[config.mk]
export PLATFORM = sky130hd
export DESIGN_NAME = dma_master
export DESIGN_NICKNAME = d
export VERILOG_FILES = /design/src/rtl/dma_pkg.sv /design/src/rtl/dma_rr_arbiter.sv /design/src/rtl/dma_master.sv
export SDC_FILE = /design/constraint.sdc
export NUM_CORES = 1
export LEC_CHECK = 0
export ABC_CLOCK_PERIOD_IN_PS = 3500
export CAP_MARGIN = 20
export CORE_MARGIN = 2
export CORE_UTILIZATION = 35
export DETAILED_ROUTE_END_ITERATION = 12
export DONT_BUFFER_PORTS = 1
export GPL_ROUTABILITY_DRIVEN = 0
export GPL_TIMING_DRIVEN = 0
export PLACE_DENSITY = 0.54
export SYNTH_ARGS = -nofsm -noshare
export SYNTH_HDL_FRONTEND = slang
export SYNTH_SLANG_ARGS = --single-unit
[constraint.sdc]
create_clock -name clk -period 3.5 [get_ports clk]
set_input_delay 0.7 -clock clk [delete_from_list [all_inputs] [get_ports clk]]
set_output_delay 0.7 -clock clk [all_outputs]
set_load 0.01 [all_outputs]
[src/rtl/dma_pkg.sv]
// dma_pkg: definitions shared by the multi-channel DMA master.
// Contents:
//   - register offsets inside one channel's 4-word window;
//   - CTRL bit positions;
//   - the transfer FSM state encoding;
//   - an index-width helper that stays legal for a single channel.
package dma_pkg;

  localparam logic [1:0] REG_SRC  = 2'd0;
  localparam logic [1:0] REG_DST  = 2'd1;
  localparam logic [1:0] REG_LEN  = 2'd2;
  localparam logic [1:0] REG_CTRL = 2'd3;

  localparam int CTRL_START = 0;
  localparam int CTRL_BUSY  = 1;
  localparam int CTRL_DONE  = 2;
  localparam int CTRL_IRQEN = 3;

  typedef enum logic [1:0] {
    ST_IDLE  = 2'd0,
    ST_READ  = 2'd1,
    ST_WRITE = 2'd2
  } state_e;

  // Width of a channel index; one bit minimum so NCH=1 still has a signal.
  function automatic int idx_w(input int n);
    return (n > 1) ? $clog2(n) : 1;
  endfunction

endpackage

[src/rtl/dma_rr_arbiter.sv]
// dma_rr_arbiter: combinational round-robin pick among pending channels.
// Ports:
//   pending_i  NCH-bit vector of channels with work outstanding.
//   last_i     index of the channel served most recently.
//   grant_o    one-hot selection.
//   idx_o      index of the selection.
//   valid_o    high when any channel is pending.
// The search starts at last_i+1 and wraps from NCH-1 to 0. The pointer register
// itself lives in the parent.
module dma_rr_arbiter
  import dma_pkg::*;
#(
  parameter  int NCH = 2,
  localparam int IW  = idx_w(NCH)
) (
  input  logic [NCH-1:0] pending_i,
  input  logic [IW-1:0]  last_i,
  output logic [NCH-1:0] grant_o,
  output logic [IW-1:0]  idx_o,
  output logic           valid_o
);

  logic [IW-1:0] cand;

  always_comb begin
    // NOTE: every output gets a default before any branch so no latch is inferred.
    grant_o = '0;
    idx_o   = '0;
    valid_o = 1'b0;
    cand    = '0;
    for (int k = 1; k <= NCH; k++) begin
      cand = IW'((int'(last_i) + k) % NCH);
      if (!valid_o && pending_i[cand]) begin
        valid_o       = 1'b1;
        grant_o[cand] = 1'b1;
        idx_o         = cand;
      end
    end
  end

endmodule

[src/rtl/dma_master.sv]
// dma_master: multi-channel memory-to-memory bus master with a CPU register port.
//
// Ports:
//   clk, reset         clock and synchronous active-high reset.
//   S_sel/S_wr/S_addr  CPU register port.
//   S_din/S_dout       CPU register port data; S_dout is registered.
//                      S_addr = {channel, reg}.
//   op_clear           clears every done flag, and with it the interrupt.
//   M_req/M_grant      bus handshake; a word moves when both are high.
//   M_wr/M_address     bus direction and address.
//   M_dout/M_din       bus write and read data.
//   m_interrupt        registered OR of done & irq_en over all channels.
//
// Each word is one READ into an internal buffer, then one WRITE of that buffer.
// Arbitration is redone between words, so busy channels interleave word by word.
module dma_master
  import dma_pkg::*;
#(
  parameter  int AW  = 8,
  parameter  int DW  = 32,
  parameter  int NCH = 2,
  parameter  int LW  = 8,
  localparam int IW  = idx_w(NCH),
  localparam int SAW = $clog2(NCH) + 2
) (
  input  logic           clk,
  input  logic           reset,
  input  logic           S_sel,
  input  logic           S_wr,
  input  logic [SAW-1:0] S_addr,
  input  logic [DW-1:0]  S_din,
  output logic [DW-1:0]  S_dout,
  input  logic           op_clear,
  output logic           M_req,
  input  logic           M_grant,
  output logic           M_wr,
  output logic [AW-1:0]  M_address,
  output logic [DW-1:0]  M_dout,
  input  logic [DW-1:0]  M_din,
  output logic           m_interrupt
);

  // Descriptor and status state, one entry per channel.
  logic [AW-1:0]  src_q [NCH];
  logic [AW-1:0]  src_d [NCH];
  logic [AW-1:0]  dst_q [NCH];
  logic [AW-1:0]  dst_d [NCH];
  logic [LW-1:0]  len_q [NCH];
  logic [LW-1:0]  len_d [NCH];
  logic [LW-1:0]  idx_q [NCH];
  logic [LW-1:0]  idx_d [NCH];
  logic [NCH-1:0] busy_q, busy_d;
  logic [NCH-1:0] done_q, done_d;
  logic [NCH-1:0] irq_en_q, irq_en_d;
  logic [NCH-1:0] done_set;

  // Transfer engine state.
  state_e         state_q, state_d;
  logic [IW-1:0]  cur_q, cur_d;
  logic [IW-1:0]  last_q, last_d;
  logic [DW-1:0]  buf_q, buf_d;
  logic [DW-1:0]  s_dout_q, s_dout_d;
  logic           irq_q;

  logic [IW-1:0]  s_ch;
  logic           s_wr_en;
  logic           s_rd_en;
  logic           last_word;
  logic [NCH-1:0] arb_grant_unused;
  logic [IW-1:0]  arb_idx;
  logic           arb_valid;
  logic           unused_din;

  // Only the low bits of S_din reach any register.
  assign unused_din = ^S_din;

  generate
    if (NCH > 1) begin : g_ch_field
      assign s_ch = S_addr[SAW-1:2];
    end else begin : g_one_ch
      assign s_ch = '0;
    end
  endgenerate

  assign s_wr_en = S_sel && S_wr;
  assign s_rd_en = S_sel && !S_wr;

  // The word being written is the last one when idx+1 reaches LEN.
  // Both sides are widened by one bit so idx+1 cannot wrap.
  assign last_word = ({1'b0, idx_q[cur_q]} + (LW+1)'(1)) == {1'b0, len_q[cur_q]};

  dma_rr_arbiter #(.NCH(NCH)) u_arb (
    .pending_i (busy_q),
    .last_i    (last_q),
    .grant_o   (arb_grant_unused),
    .idx_o     (arb_idx),
    .valid_o   (arb_valid)
  );

  always_comb begin
    src_d    = src_q;
    dst_d    = dst_q;
    len_d    = len_q;
    idx_d    = idx_q;
    busy_d   = busy_q;
    done_d   = done_q;
    irq_en_d = irq_en_q;
    done_set = '0;
    state_d  = state_q;
    cur_d    = cur_q;
    last_d   = last_q;
    buf_d    = buf_q;
    s_dout_d = s_dout_q;

    M_req     = 1'b0;
    M_wr      = 1'b0;
    M_address = '0;
    M_dout    = '0;

    // CPU writes. The descriptor of a busy channel is frozen.
    if (s_wr_en) begin
      case (S_addr[1:0])
        REG_SRC: if (!busy_q[s_ch]) src_d[s_ch] = S_din[AW-1:0];
        REG_DST: if (!busy_q[s_ch]) dst_d[s_ch] = S_din[AW-1:0];
        REG_LEN: if (!busy_q[s_ch]) len_d[s_ch] = S_din[LW-1:0];
        REG_CTRL: begin
          irq_en_d[s_ch] = S_din[CTRL_IRQEN];
          if (S_din[CTRL_DONE]) done_d[s_ch] = 1'b0;
          if (S_din[CTRL_START] && !busy_q[s_ch]) begin
            if (len_q[s_ch] == '0) begin
              done_set[s_ch] = 1'b1;
            end else begin
              busy_d[s_ch] = 1'b1;
              idx_d[s_ch]  = '0;
              done_d[s_ch] = 1'b0;
            end
          end
        end
      endcase
    end

    // CPU reads, captured into the registered read port.
    if (s_rd_en) begin
      case (S_addr[1:0])
        REG_SRC:  s_dout_d = DW'(src_q[s_ch]);
        REG_DST:  s_dout_d = DW'(dst_q[s_ch]);
        REG_LEN:  s_dout_d = DW'(len_q[s_ch]);
        REG_CTRL: s_dout_d = DW'({irq_en_q[s_ch], done_q[s_ch], busy_q[s_ch], 1'b0});
      endcase
    end

    if (op_clear) done_d = '0;

    // Bus engine. Outputs come only from registered state, so they cannot
    // change while a request waits for its grant.
    case (state_q)
      ST_IDLE: begin
        if (arb_valid) begin
          cur_d   = arb_idx;
          last_d  = arb_idx;
          state_d = ST_READ;
        end
      end
      ST_READ: begin
        M_req     = 1'b1;
        M_address = src_q[cur_q] + AW'(idx_q[cur_q]);
        if (M_grant) begin
          buf_d   = M_din;
          state_d = ST_WRITE;
        end
      end
      ST_WRITE: begin
        M_req     = 1'b1;
        M_wr      = 1'b1;
        M_address = dst_q[cur_q] + AW'(idx_q[cur_q]);
        M_dout    = buf_q;
        if (M_grant) begin
          idx_d[cur_q] = idx_q[cur_q] + LW'(1);
          if (last_word) begin
            busy_d[cur_q]   = 1'b0;
            done_set[cur_q] = 1'b1;
          end
          state_d = ST_IDLE;
        end
      end
      default: state_d = ST_IDLE;
    endcase

    // Setting done is applied last, so it overrides op_clear and write-1-to-clear.
    done_d = done_d | done_set;
  end

  always_ff @(posedge clk) begin
    if (reset) begin
      state_q  <= ST_IDLE;
      cur_q    <= '0;
      last_q   <= IW'(NCH - 1);
      buf_q    <= '0;
      s_dout_q <= '0;
      irq_q    <= 1'b0;
      busy_q   <= '0;
      done_q   <= '0;
      irq_en_q <= '0;
      // NOTE: the descriptor arrays are reset too, because software-visible readback must show 0.
      for (int i = 0; i < NCH; i++) begin
        src_q[i] <= '0;
        dst_q[i] <= '0;
        len_q[i] <= '0;
        idx_q[i] <= '0;
      end
    end else begin
      // NOTE: non-blocking assignments only; every register samples _d from the same edge.
      state_q  <= state_d;
      cur_q    <= cur_d;
      last_q   <= last_d;
      buf_q    <= buf_d;
      s_dout_q <= s_dout_d;
      irq_q    <= |(done_q & irq_en_q);
      busy_q   <= busy_d;
      done_q   <= done_d;
      irq_en_q <= irq_en_d;
      src_q    <= src_d;
      dst_q    <= dst_d;
      len_q    <= len_d;
      idx_q    <= idx_d;
    end
  end

  assign S_dout      = s_dout_q;
  assign m_interrupt = irq_q;

endmodule

==> reports/metrics.cfg, run 1 <==
[worst_setup_path]
path_max_fanout=4
critical_path.startpoint=cur_q$_SDFFE_PP0P_
critPathLaunchType=flop
crit_arrival_ns=3.05
r2r-start=cur_q$_SDFFE_PP0P_
endpoint_kind=output port
crit_type=reg -> out
required_ns=2.80

[min_path]
min_path_type=in -> reg
min-delay-start=M_din[3]

[clocking]
clock_latency_ns=0.42
cts_buffers=17
clk_pin_slew_ns=0.06
cts.sinks=115
cts_tree=built
hold_buffers=0
clock-root-buffer=clkbuf_16
ctsLongestPathBuffers=2
htree_num_levels=4

[routing]
route.detailed.drc=0
wire_per_inst_um=17.8
ant_nets=0
viasPerCell=5.13
routed_wl_um=17600
vias=5074
drt_first_pass_iters=4
drtIter0Drc=276

[grt]
antenna_found_initial=0
grt_pass1_vias=4918
track_usage_pct=18.7
grt_overflow_total=0
grt_pass1_wl_um=26500
grt_max_degree=17

[layout]
final_common_cell=dfxtp_1
drive_gt1_share_pct=18.6
antennaDiodeCount=0
area_delta_synth_final_pct=21.1
final_cell_mix=dfxtp_1, nand2_1, nor2_1, mux2i_1, a21oi_1
layout.nets=837

[yosys]
ys.flop_type=dfxtp_1
yosysUniqueCellTypes=52
synth_seq_cells=115
synth_edf_count=0
yosysWarnings=0
async_reset_ff_share_pct=0
synth_area_um2=6200
yosysSeqAreaShare_pct=37.2
syn_area_per_cell_um2=8.94
synthCells=693

[sta]
hold_ws_ns=0.413
setup_slack_ns=-0.252
min_period_over_period_pct=107
finalSetupTns_ns=-0.642
maxSlewViolCount=0
period_needed_ns=3.75
slew_headroom_pct=44.6
worst_pin_slew_ns=0.832
fin_skew_ns=0.00841
finalHoldViolCount=0
fmax_mhz=267
rsz0062_at_grt=true
finalSetupViolCount=4

[die]
die_w_um=137
num_rows=48
io_pins=148
core_area_um2=17300
start_util_pct=35.8
die_h_um=137
die_area_um2=18800

[pwr]
leakage_nw=3.09
irDropWorstVdd_v=0.000469
power_density_nw_per_um2=444

[run_status]
status=finished with violations
violations=negative setup slack

[run]
drv_cap=0

[placement]
port_buffers=0
dp_slack_ns=-0.484
dp_hpwl_um=13000

[path summary, 6_finish.rpt]
check,endpoint,slack (ns),depth (start not counted)
worst max-delay path,M_address[6],-0.25,11
worst min-delay path,buf_q[3]$_SDFFE_PP0P_,0.41,2
worst max register to register,busy_q[1]$_SDFF_PP0_,0.67,12
worst min register to register,buf_q[26]$_SDFFE_PP0P_,0.45,2
[routing by layer]
metal | vias to the layer above | global-route usage (%) | share of wire, %
met5 | - | 0 | 0
met4 | 0 | 6.36 | 2.0
met3 | 29 | 5.30 | 6.4
met2 | 158 | 30.9 | 49
met1 | 2423 | 23.4 | 43
li1 | 2464 | - | -
[per-stage QoR]
step / power (mW) / area (um2) / cells / utilization (%)
finish: 3.33 / 7500 / 989 / 43.4
global route: 3.43 / 7500 / 989 / 43.4
CTS: 3.36 / 7490 / 989 / 43.3
detailed placement: 1.52 / 6590 / 941 / 38.1
global placement: 1.52 / 6590 / 941 / 38.1
floorplan: 1.48 / 6300 / 716 / -
[sequential cells by signal, summed over array words and instances, names as in the netlist]
register	count
irq_en_q	2
last_q	1
len_q	16
done_q	2
S_dout	8
dst_q	16
idx_q	16
buf_q	32
cur_q	1
busy_q	2
state_q	2
m_interrupt	1
src_q	16
[where the power goes]
part | internal, mW | switching [mW]
Combinational | 0.0642 | 0.100
Sequential | 1.32 | 0.0122
Clock | 1.20 | 0.639
Total | 2.58 | 0.751
[critical path: stages, from the launching register on]
cell      delay (ns)
dfxtp_4         0.36
buf_12          0.11
buf_12          0.10
mux4_2          0.56
ha_4            0.20
fa_2            0.36
a21o_1          0.20
a21oi_2         0.17
o21bai_1        0.10
a21oi_1         0.18
xnor2_1         0.14
and2_4          0.17
[logic make-up after synthesis]
kind of cell / after synthesis / synth area share (%)
flip-flops: 115 / 37.2
multiplexers: 99 / 18.8
other: 1 / 0.0605
XOR/XNOR: 24 / 3.63
adder cells (fa/ha/maj): 13 / 2.75
AO/OA/AOI/OAI: 104 / 10.5
AND/OR/NAND/NOR: 265 / 20.5
buffers and inverters: 72 / 6.56
[Yosys cell counts (6+ instances only)]
library cell,number,area share (%)
a21oi_1,51,4.1
a22o_1,10,1.4
a22oi_1,6,0.73
and2_1,40,4.0
buf_2,8,0.65
buf_4,25,3.0
clkbuf_1,27,1.6
dfxtp_1,115,37
ha_1,12,2.4
mux2_2,7,1.3
mux2i_1,79,13
mux4_2,13,4.7
nand2_1,86,5.2
nand3_1,14,1.1
nand3b_1,7,0.85
nor2_1,82,5.0
o21ai_0,11,0.89
xnor2_1,16,2.3
xor2_1,6,0.85
[cell type report]
cell class / count / area [um2]
clock inverter: 11 / 150
buffer: 64 / 413
fill: 1695 / 9800
timing repair buffer: 19 / 171
tap: 225 / 282
multi-input combinational: 529 / 3680
clock buffer: 21 / 480
sequential: 115 / 2310
inverter: 5 / 18.8
[repair_timing]
item | CTS | global route
endpoints found under the hold margin | 0 | 0
buffers inserted | 17 | 2
pin swaps | 12 | 15
endpoints found under the setup margin | 7 | 4
resized for setup | 25 | 7
Power figures use the tool's default switching activity.
==> run 2: changes to the inputs <==
SYNTH_HIERARCHICAL = 1   (was default)
==> run 2 against run 1 <==
  * The flow still finishes with violations (negative setup slack)
  * Sequential power is 6% higher
  * Sequential cell count unchanged
  * Global-route usage is 2.3 points higher
  * Total power is 7.0% higher
  * Synthesized cell count up 3.0%
  * Final area fell by 0.30%
  * Sequential share of layout area increased by 0.059 points
==> reports/metrics.cfg, run 2 <==
[run_status]
status=finished with violations
violations=negative setup slack

[worst_setup_path]
endpoint_kind=output port
cp_cell_sequence=inv_2 > ha_4 > clkbuf_16 > mux4_2 > ha_4 > fa_2 > a21o_1 > a21oi_2 > o21bai_1 > a21oi_2 > xnor2_2 > and2_4
path_buf_inv=2
crit_arrival_ns=3.11
path_max_fanout=8
cp_top_family=adder cells
reg2regPathDepth=11
critPathLaunchType=flop
required_ns=2.80
cp_slowest_cell=mux4_2
critPathMaxStageDelay_ns=0.38
crit_type=reg -> out
cp.depth=12

[clocking]
cts_buffers=17
cts.sinks=115
clock-root-buffer=clkbuf_16
clk_pin_slew_ns=0.05
htree_num_levels=4
clock_latency_ns=0.42
cts_tree=built
hold_buffers=0
ctsLongestPathBuffers=2

[min_path]
min_path_type=in -> reg
holdPathStages=2

[layout]
antennaDiodeCount=0
area_delta_synth_final_pct=20.1
layout.nets=856
final_cell_mix=nand2_1, dfxtp_1, a21oi_1, nor2_1, mux2i_1
regMostFlops=buf_q
drive_gt1_share_pct=17.0
largest_register_ff_count=32
final_common_cell=nand2_1

[die]
die_w_um=137
io_pins=148
start_util_pct=35.9
die_area_um2=18900
num_rows=48
core_area_um2=17400
die_h_um=137

[grt]
grt_pass1_wl_um=29200
grt_overflow_total=0
track_usage_pct=21.0
grt_max_degree=17
grt_pass1_vias=5142
antenna_found_initial=1

[sta]
rsz0062_at_grt=true
finalSetupViolCount=4
finalHoldViolCount=0
fmax_mhz=263
worst_pin_slew_ns=0.871
period_needed_ns=3.81
finalSetupTns_ns=-1.00
setup_slack_ns=-0.308
min_period_over_period_pct=109
fin_skew_ns=0.00490
maxSlewViolCount=0
slew_headroom_pct=41.7

[yosys]
syn_area_per_cell_um2=8.72
synth_area_um2=6230
yosysWarnings=6
synthCells=714

[routing]
wire_per_inst_um=19.4
viasPerCell=5.38
vias=5409
drtIter0Drc=426
route.detailed.drc=0
ant_nets=0
drt_first_pass_iters=5
routed_wl_um=19500

[pwr]
power_density_nw_per_um2=477
leakage_nw=2.97
irDropWorstVdd_v=0.000390

[placement]
dp_hpwl_um=14400
port_buffers=0
dp_slack_ns=-0.665

[run]
drv_cap=0

## run 2: where the power goes
part / internal [mW] / leakage (nW) / switching [mW]
Combinational: 0.145 / 1.75 / 0.255
Clock: 1.14 / 0.285 / 0.615
Sequential: 1.37 / 0.930 / 0.0365
## run 2: path summary, 6_finish.rpt
check | slack, ns | end | from
worst min register to register | 0.45 | buf_q[21]$_SDFFE_PP0P_ | buf_q[21]$_SDFFE_PP0P_
worst max-delay path | -0.31 | M_address[6] | state_q[0]$_SDFFE_PP0P_
worst min-delay path | 0.41 | buf_q[21]$_SDFFE_PP0P_ | M_din[21]
worst max register to register | 0.70 | busy_q[0]$_SDFF_PP0_ | cur_q$_SDFFE_PP0P_
## run 2: per-stage QoR
step | util [%] | hold WS, ns | std cells | power (mW) | area, um2
after floorplan | - | 0.432 | 737 | 1.70 | 6330
after global placement | 38.1 | 0.438 | 962 | 1.78 | 6610
after detailed placement | 38.1 | 0.443 | 962 | 1.80 | 6610
after CTS | 42.7 | 0.393 | 1004 | 3.58 | 7420
after global routing | 43.1 | 0.392 | 1006 | 3.70 | 7480
final | 43.1 | 0.407 | 1006 | 3.57 | 7480
## run 2: worst register-to-register path: cells and delay by family, from the launching register on
kind | cells | cell delay, ns
AOI/OAI and AO/OA | 1 | 0.31
muxes | 1 | 0.31
buffers and inverters | 4 | 0.51
DFF | 1 | 0.34
adders and majority gates | 1 | 0.28
and+or+nand+nor | 3 | 0.64
xor gates and xnor gates | 1 | 0.28
## run 2: area by class of cell
class | instances | area, um2
multi-input combinational | 541 | 3720
timing repair buffer | 14 | 113
inverter | 11 | 41.3
clock inverter | 10 | 133
fill | 1684 | 9880
sequential | 115 | 2310
buffer | 69 | 424
clock buffer | 21 | 460
tap | 225 | 282
## run 2: routing by layer
layer / track usage (%) / wire length [um] / up-vias
met1: 26.6 / 8190 / 2600
met2: 32.4 / 9100 / 240
met4: 6.99 / 350 / 2
met5: 0 / 13 / -
li1: - / - / 2539
met3: 8.68 / 1870 / 28
## run 2: what timing repair did
| item | 4_1_cts | 5_1_grt |
|---|---|---|
| setup endpoints to repair | 7 | 5 |
| resized for setup | 27 | 8 |
| pin swaps | 12 | 4 |
| buffers inserted | 12 | 3 |
==> run 3: changes to the inputs <==
SYNTH_HIERARCHICAL = default   (was 1)
==> results of run 3 <==
Final layout, timing and power as in run 1 (identical DEF).
